--- config.mk ---
export PLATFORM = sky130hd
export DESIGN_NAME = line_rotation_key_scheduler
export DESIGN_NICKNAME = d
export VERILOG_FILES = /design/src/rtl/line_rotation_key_scheduler.sv
export SDC_FILE = /design/constraint.sdc
export NUM_CORES = 1
export LEC_CHECK = 0
export CORE_UTILIZATION = 45
export CTS_BUF_LIST = sky130_fd_sc_hd__clkbuf_2 sky130_fd_sc_hd__clkbuf_4 sky130_fd_sc_hd__clkbuf_8
export CTS_CLUSTER_DIAMETER = 60
export DETAILED_ROUTE_END_ITERATION = 10
export GPL_TIMING_DRIVEN = 0
export PLACE_DENSITY = 0.64
export RECOVER_POWER = 50
export SLEW_MARGIN = 20
export SYNTH_ARGS = -nofsm -noshare
export SYNTH_HDL_FRONTEND = slang
export SYNTH_SLANG_ARGS = --single-unit
--- constraint.sdc ---
create_clock -name clk -period 3.9 [get_ports clk]
set_clock_uncertainty 0.05 [all_clocks]
set_input_delay 0.975 -clock clk [delete_from_list [all_inputs] [get_ports clk]]
set_output_delay 0.975 -clock clk [all_outputs]
set_load 0.1 [all_outputs]
--- src/rtl/line_rotation_key_scheduler.sv ---
// Per-line cut-position sequencer for line_rotator: prefetches keystream bytes into a small FIFO
// and hands one to each active line on the H rising edge; reseeds the keystream once per field.
module line_rotation_key_scheduler #(
    parameter int unsigned PREFETCH_DEPTH  = 4,
    parameter int unsigned DEFAULT_CUT     = 0,
    parameter int unsigned LINE_COUNT_BITS = 10
) (
    input  logic                       clk,
    input  logic                       reset,
    input  logic                       enable,
    input  logic                       V,
    input  logic                       H,
    input  logic [7:0]                 key_data,
    input  logic                       key_valid,
    output logic                       key_ready,
    output logic                       seed_load,
    output logic [7:0]                 raw_cut_position,
    output logic                       cut_valid,
    output logic [LINE_COUNT_BITS-1:0] line_count,
    output logic                       underrun
);

    localparam int unsigned AW = $clog2(PREFETCH_DEPTH);
    localparam logic [7:0] DefaultCut = 8'(DEFAULT_CUT);
    localparam logic [AW:0] FifoFull = (AW + 1)'(PREFETCH_DEPTH);

    typedef enum logic [1:0] {StIdle, StBlank, StActive} state_e;

    state_e state_q, state_d;

    logic prev_h_q, prev_v_q;
    logic h_rise, v_rise, v_fall;

    logic [7:0]                 raw_q, raw_d;
    logic                       cut_valid_q, cut_valid_d;
    logic [LINE_COUNT_BITS-1:0] line_count_q, line_count_d;
    logic                       underrun_q, underrun_d;

    logic [7:0]    fifo_mem [PREFETCH_DEPTH];
    logic [AW-1:0] wr_ptr_q, rd_ptr_q;
    logic [AW:0]   fifo_cnt_q;
    logic          fifo_full, fifo_empty;
    logic          push, pop, flush;

    // Edges are masked during reset so stale history cannot leak into the comb outputs.
    assign h_rise = !reset && !prev_h_q && H;
    assign v_rise = !reset && !prev_v_q && V;
    assign v_fall = !reset && prev_v_q && !V;

    assign fifo_full  = (fifo_cnt_q == FifoFull);
    assign fifo_empty = (fifo_cnt_q == '0);
    assign push       = key_valid && key_ready;

    always_comb begin
        state_d      = state_q;
        seed_load    = 1'b0;
        key_ready    = 1'b0;
        flush        = 1'b0;
        pop          = 1'b0;
        raw_d        = raw_q;
        cut_valid_d  = cut_valid_q;
        line_count_d = line_count_q;
        underrun_d   = underrun_q;

        unique case (state_q)
            StIdle: begin
                if (v_rise && enable) begin
                    state_d   = StBlank;
                    seed_load = 1'b1;
                    flush     = 1'b1;
                end
            end
            StBlank, StActive: begin
                key_ready = !fifo_full;
                if (v_rise) begin
                    // The reseed/flush cycle never accepts a key, even if one is offered.
                    key_ready   = 1'b0;
                    flush       = 1'b1;
                    raw_d       = DefaultCut;
                    cut_valid_d = 1'b0;
                    if (enable) begin
                        state_d   = StBlank;
                        seed_load = 1'b1;
                    end else begin
                        state_d      = StIdle;
                        line_count_d = '0;
                    end
                end else if (state_q == StBlank) begin
                    if (v_fall) begin
                        state_d      = StActive;
                        line_count_d = '0;
                    end
                end else if (h_rise) begin
                    if (!fifo_empty) begin
                        pop         = 1'b1;
                        raw_d       = fifo_mem[rd_ptr_q];
                        cut_valid_d = 1'b1;
                    end else begin
                        raw_d       = DefaultCut;
                        cut_valid_d = 1'b0;
                        underrun_d  = 1'b1;
                    end
                    line_count_d = (&line_count_q) ? line_count_q : line_count_q + 1'b1;
                end
            end
            default: state_d = StIdle;
        endcase

        if (reset) begin
            key_ready = 1'b0;
        end
    end

    always_ff @(posedge clk) begin
        prev_h_q <= H;
        prev_v_q <= V;
        if (reset) begin
            state_q      <= StIdle;
            raw_q        <= DefaultCut;
            cut_valid_q  <= 1'b0;
            line_count_q <= '0;
            underrun_q   <= 1'b0;
        end else begin
            state_q      <= state_d;
            raw_q        <= raw_d;
            cut_valid_q  <= cut_valid_d;
            line_count_q <= line_count_d;
            underrun_q   <= underrun_d;
        end
    end

    always_ff @(posedge clk) begin
        if (reset || flush) begin
            wr_ptr_q   <= '0;
            rd_ptr_q   <= '0;
            fifo_cnt_q <= '0;
        end else begin
            if (push) begin
                wr_ptr_q <= wr_ptr_q + 1'b1;
            end
            if (pop) begin
                rd_ptr_q <= rd_ptr_q + 1'b1;
            end
            if (push && !pop) begin
                fifo_cnt_q <= fifo_cnt_q + 1'b1;
            end else if (!push && pop) begin
                fifo_cnt_q <= fifo_cnt_q - 1'b1;
            end
        end
    end

    always_ff @(posedge clk) begin
        if (push) begin
            fifo_mem[wr_ptr_q] <= key_data;
        end
    end

    assign raw_cut_position = raw_q;
    assign cut_valid        = cut_valid_q;
    assign line_count       = line_count_q;
    assign underrun         = underrun_q;

endmodule
==> results.cfg, run 1 <==
[route]
drc = 0
routedWlPerCell_um = 15.59
vias = 1970
drt_wl_total_um = 5502
drt-initial-drc-count = 64
dr.pass1.iters = 4
antenna_left = 0
avgViaCountPerCell = 5.581

[grt]
grt_usage_pct = 19.21
antenna_found_initial = 0
first_global_vias = 1897
gr-total-overflow = 0
grt_max_degree = 14
grt_pass1_wl_um = 9232

[synthesis]
ys_types = 53
synth_seq_cells = 65
ys.flop_type = dfxtp_1
yosysWarningCount = 0
synthCells = 228
synth_area_leaders = edfxtp_1 34%, dfxtp_1 23%, mux4_2 6.3%
synth_edf_count = 32
ys_async_sr_fraction_pct = 0
yosysSeqAreaShare_pct = 56.79
synth_area_per_cell_um2 = 12.52
yosys-top-cells-count = 33 x dfxtp_1, 32 x edfxtp_1, 17 x nor2_1
yosysTopAreaCellShare_pct = 33.65
yosysTopAreaCell = edfxtp_1
netlist_area_um2 = 2855
syn-num-nets = 252
yosysMostFrequentCell = dfxtp_1

[cts]
cts_made_buffers = 9
cts.hold.buffers_added = 0
post-cts-setup-buffer-count = 0
cts_tree = yes
clockBufferDepth = 2
clock_sinks = 65
cts_max_level = 3
clkTransAtPathRegs_ps = 70
cts-root-buf = clkbuf_8
clk_latency_ps = 340

[timing]
slew_viol_final = 10
finalHoldViolations = 0
min_period_ps = 3835
grt_setup_unrepaired = no
slew_headroom_pct = -17.54
fmax_ghz = 0.2608
tightestPinTransition_ps = 1741
tns_ps = 0
setup_viol = 0
period_share_pct = 98.33

[critical_path]
path_delay_family = buffers and inverters
path_max_fanout = 7
required_ps = 2870
rrSetupSlack_ps = 720
arrival_ps = 2810
cp_slowest_stage_delay_ps = 580
crit_type = in -> out
cp_cell_sequence = clkdlybuf4s50_1 > or3b_1 > buf_2 > nor3_2 > clkdlybuf4s15_2
rr_worst_depth = 12
worst-path-buf-inv = 3
cp_slowest_cell = clkdlybuf4s15_2
setup.worst_path.start_class = primary input
crit_start = V
rr_endpoint = fifo_cnt_q[2]
end_kind = output port
r2r_start = state_q[0]

[pwr]
ir_worst_vdd_mv = 0.2791
p_total_mw = 1.355
p_leak_nw = 1.147
p_per_area_nw_per_um2 = 387.5

[placement]
dp_hpwl_um = 3791
portBuffers = 34
place.gp.congestion = 0.7583

[final_layout]
syn2layout_area_growth_pct = 22.48
nNetsFinal = 297
fillers = 497
drive_gt1_share_pct = 13.31
num_antenna_cells = 0
ff_latch_area_um2 = 1622
multi_input_area_um2 = 1141

[hold_path]
worst_hold_path.num_cells = 2
hold_path_end = cut_valid
min_path_type = reg -> reg
hp-start = cut_valid

[die]
dieArea_um2 = 6668
dieHeight_um = 81.66
floorplan.initialDensity_pct = 47.38
ioPinCount = 36
std_cell_rows = 28
core_um2 = 6026
die_w_um = 81.66

[job]
cap_violations = 1

[run_status]
violations = capacitance limit, slew limit
status = finished, violations left
## power breakdown
| part | switching, mW | total (mW) | internal [mW] | leakage (nW) |
|---|---|---|---|---|
| clock network | 0.274 | 0.576 | 0.302 | 0.102 |
| logic | 0.0371 | 0.0588 | 0.0216 | 0.490 |
| registers | 0.00253 | 0.720 | 0.718 | 0.554 |
| total | 0.314 | 1.35 | 1.04 | 1.15 |
## sequential cells by signal (all words and copies together) (netlist names), named ones only
register          cells
underrun              1
fifo_cnt_q            3
line_count           10
prev_v_q              1
wr_ptr_q              2
state_q               2
raw_cut_position      8
cut_valid             1
prev_h_q              1
fifo_mem             32
rd_ptr_q              2
## through the flow
stage / cell area [µm²] / hold slack (ps) / std cells / util, % / worst slack, ps
CTS: 3511 / 415.1 / 353 / 58.26 / 54.32
floorplan: 2873 / 404.6 / 228 / - / -171.0
detailed placement: 3307 / 405.2 / 337 / 54.88 / -543.5
finish: 3497 / 415.6 / 353 / 58.04 / 64.95
global route: 3497 / 456.5 / 353 / 58.04 / 13.45
global placement: 3307 / 407.9 / 337 / 54.88 / -527.6
## cell type report
| class | count | area share, % |
|---|---|---|
| repair buffers | 34 | 9.624 |
| inverters | 13 | 1.395 |
| well taps | 75 | 2.683 |
| multi-input cells | 140 | 32.63 |
| clock inverters | 7 | 2.218 |
| clock buffers | 9 | 3.542 |
| flip-flops and latches | 65 | 46.37 |
| plain buffers | 10 | 1.538 |
## cell usage in the layout, fill, tap and decap left out, types with 3 or more instances in the layout
cell and count:
edfxtp_1 32, nand2_1 9, dlygate4sd3_1 9, a211oi_1 4
clkdlybuf4s50_1 23, clkbuf_8 9, o311ai_0 3, nor2_1 17
a32oi_1 8, o31ai_1 5, nor2b_1 4, dfxtp_1 33
mux4_2 8, nand3_1 8, a21oi_1 10, nor3_1 3
and3_1 4, o41ai_1 3, or3_1 5, o21ai_0 4
inv_1 12, ha_1 9, clkbuf_1 6, inv_6 3
## layer usage
metal	vias up	routed length [µm]	GRT usage (%)
li1	980	-	-
met1	946	2519	23.39
met2	42	2731	31.08
met3	2	213	6.667
met4	0	38	7.895
met5	-	0	0
## cell families after synthesis
| logic type | Yosys count | synth area share [%] |
|---|---|---|
| and+or+nand+nor | 69 | 13.94 |
| DFF | 65 | 56.79 |
| AOI/OAI and AO/OA | 48 | 13.02 |
| buffers and inverters | 23 | 3.593 |
| muxes | 11 | 7.406 |
| adders and majority gates | 10 | 4.645 |
| xor gates and xnor gates | 2 | 0.6136 |
## tightest hold or removal path: stages (launching register included)
cell and delay (ps):
dfxtp_1 320, nand2_1 50, a21oi_1 50
## how the worst max path moves through the flow
stage / end / cells after the start
finish: seed_load / 5
floorplan: fifo_cnt_q[2] / 9
global placement: key_ready / 4
CTS: seed_load / 5
detailed placement: key_ready / 4
global route: seed_load / 5
## repair_timing
item                                    in CTS  in global routing
pin swaps                                    0                  0
endpoints found under the setup margin       2                  1
resized for setup                            6                  2
Power figures use the tool's default switching activity.
==> inputs of run 2 (changes only) <==
Settings changed: RECOVER_POWER 50 to 100, SLEW_MARGIN 20 to default.
==> results.cfg, run 2 (synthesis results as in run 1) <==
[run_status]
status = finished, violations left
violations = capacitance limit, slew limit

[cts]
cts_made_buffers = 9
cts-root-buf = clkbuf_8
cts_max_level = 3
clkTransAtPathRegs_ps = 70
clk_latency_ps = 340
post-cts-setup-buffer-count = 0
clock_sinks = 65
clockBufferDepth = 2
cts_tree = yes

[die]
dieArea_um2 = 6668
die_w_um = 81.66
core_um2 = 6026
std_cell_rows = 28
dieHeight_um = 81.66
ioPinCount = 36
floorplan.initialDensity_pct = 47.38

[pwr]
seqPwrFrac_pct = 53.2
switching_share_pct = 23.18
clkPwrFrac_pct = 42.5
p_per_area_nw_per_um2 = 388.0
internal-power_mw = 1.041
ir_worst_vdd_mv = 0.2793
p_sw_mw = 0.3140
comb_power_share_pct = 4.3
p_leak_nw = 1.217
p_total_mw = 1.355

[critical_path]
path_max_fanout = 7
arrival_ps = 2810
required_ps = 2870
rr_worst_depth = 12
setup.worst_path.start_class = primary input
rr_endpoint = fifo_cnt_q[2]
crit_type = in -> out
end_kind = output port
r2r_start = state_q[0]
rrSetupSlack_ps = 500

[placement]
dp_slack_ps = -543.5
portBuffers = 34
placed_area_um2 = 3307
dp_hpwl_um = 3791
place.gp.congestion = 0.7583

[timing]
setup_viol = 0
grt_setup_unrepaired = no
slew_viol_final = 10
min_period_ps = 3833
period_share_pct = 98.28
tightestPinTransition_ps = 1712
hold_ws_ps = 421.9
finalWorstSetupSlack_ps = 67.18
finalHoldViolations = 0
slew_headroom_pct = -15.59
fmax_ghz = 0.2609

[final_layout]
layout_common_cells = 33 x dfxtp_1, 32 x edfxtp_1, 29 x dlygate4sd3_1, 17 x nor2_1, 12 x inv_1
num_antenna_cells = 0
stdcell_area_um2 = 3492
layout_commonest_cell = dfxtp_1
nNetsFinal = 297
drive_gt1_share_pct = 12.95
largest_register_ffs = 32
regMostFlops = fifo_mem
post-route-util_pct = 57.95
syn2layout_area_growth_pct = 22.31

[route]
drt-initial-drc-count = 73
routedWlPerCell_um = 15.67
antenna_left = 0
drc = 0
vias = 1962
dr.pass1.iters = 4
avgViaCountPerCell = 5.558
drt_wl_total_um = 5533

[job]
cap_violations = 1

[grt]
gr-total-overflow = 0
grt_pass1_wl_um = 9232
grt_usage_pct = 19.21
antenna_found_initial = 0
first_global_vias = 1897
grt_max_degree = 14

[hold_path]
hp-start = cut_valid
min_path_type = reg -> reg
worst_hold_path.num_cells = 2
hold_path_end = cut_valid
-- run 2: final cells by class --
type | instances | area (µm²)
Fill cell | 499 | 2534
Sequential cell | 65 | 1622
Multi-Input combinational cell | 140 | 1136
Timing Repair Buffer | 34 | 336.6
Clock buffer | 9 | 123.9
Tap cell | 75 | 93.84
Clock inverter | 7 | 77.57
Buffer | 10 | 53.80
Inverter | 13 | 48.80
-- run 2: timing repair --
action	4_1_cts	5_1_grt
setup endpoints to repair	2	1
hold buffers	0	0
endpoints found under the hold margin	0	0
gates resized for setup	6	2
pin swaps	0	0
-- run 2: critical path, cell delays in order --
cell             delay [ps]
clkdlybuf4s50_1         540
or3b_1                  350
buf_2                   180
nor3_2                  190
clkdlybuf4s15_2         580
-- run 2: per-stage QoR --
stage | setup TNS [ps] | cells
2_1_floorplan | -171.0 | 228
3_3_place_gp | -1068 | 337
3_5_place_dp | -1108 | 337
4_1_cts | 0 | 353
5_1_grt | 0 | 353
6_report | 0 | 353
-- run 2: worst max-delay path by stage --
stage	cells past startpoint	start	endpoint	slack, ps
global route	5	V	seed_load	10
detailed placement	4	V	key_ready	-540
floorplan	9	V	fifo_cnt_q[2]	-170
CTS	5	V	seed_load	50
finish	5	V	seed_load	70
global placement	4	V	key_ready	-530
-- run 2: power groups by stage --
stage | Clock [mW] | Combinational (mW) | Sequential [mW]
after floorplan | 0 | 0.0327 | 0.738
after global placement | 0 | 0.0610 | 0.736
after detailed placement | 0 | 0.0616 | 0.736
after CTS | 0.591 | 0.0617 | 0.720
after global routing | 0.625 | 0.0642 | 0.721
final | 0.576 | 0.0583 | 0.720
-- run 2: per-layer routing --
| layer | part of all wire (%) | vias to the layer above | track usage (%) |
|---|---|---|---|
| met4 | 1.2 | 0 | 7.895 |
| met1 | 45 | 937 | 23.39 |
| li1 | - | 978 | - |
| met2 | 50 | 42 | 31.08 |
| met5 | 0 | - | 0 |
| met3 | 3.8 | 5 | 6.667 |
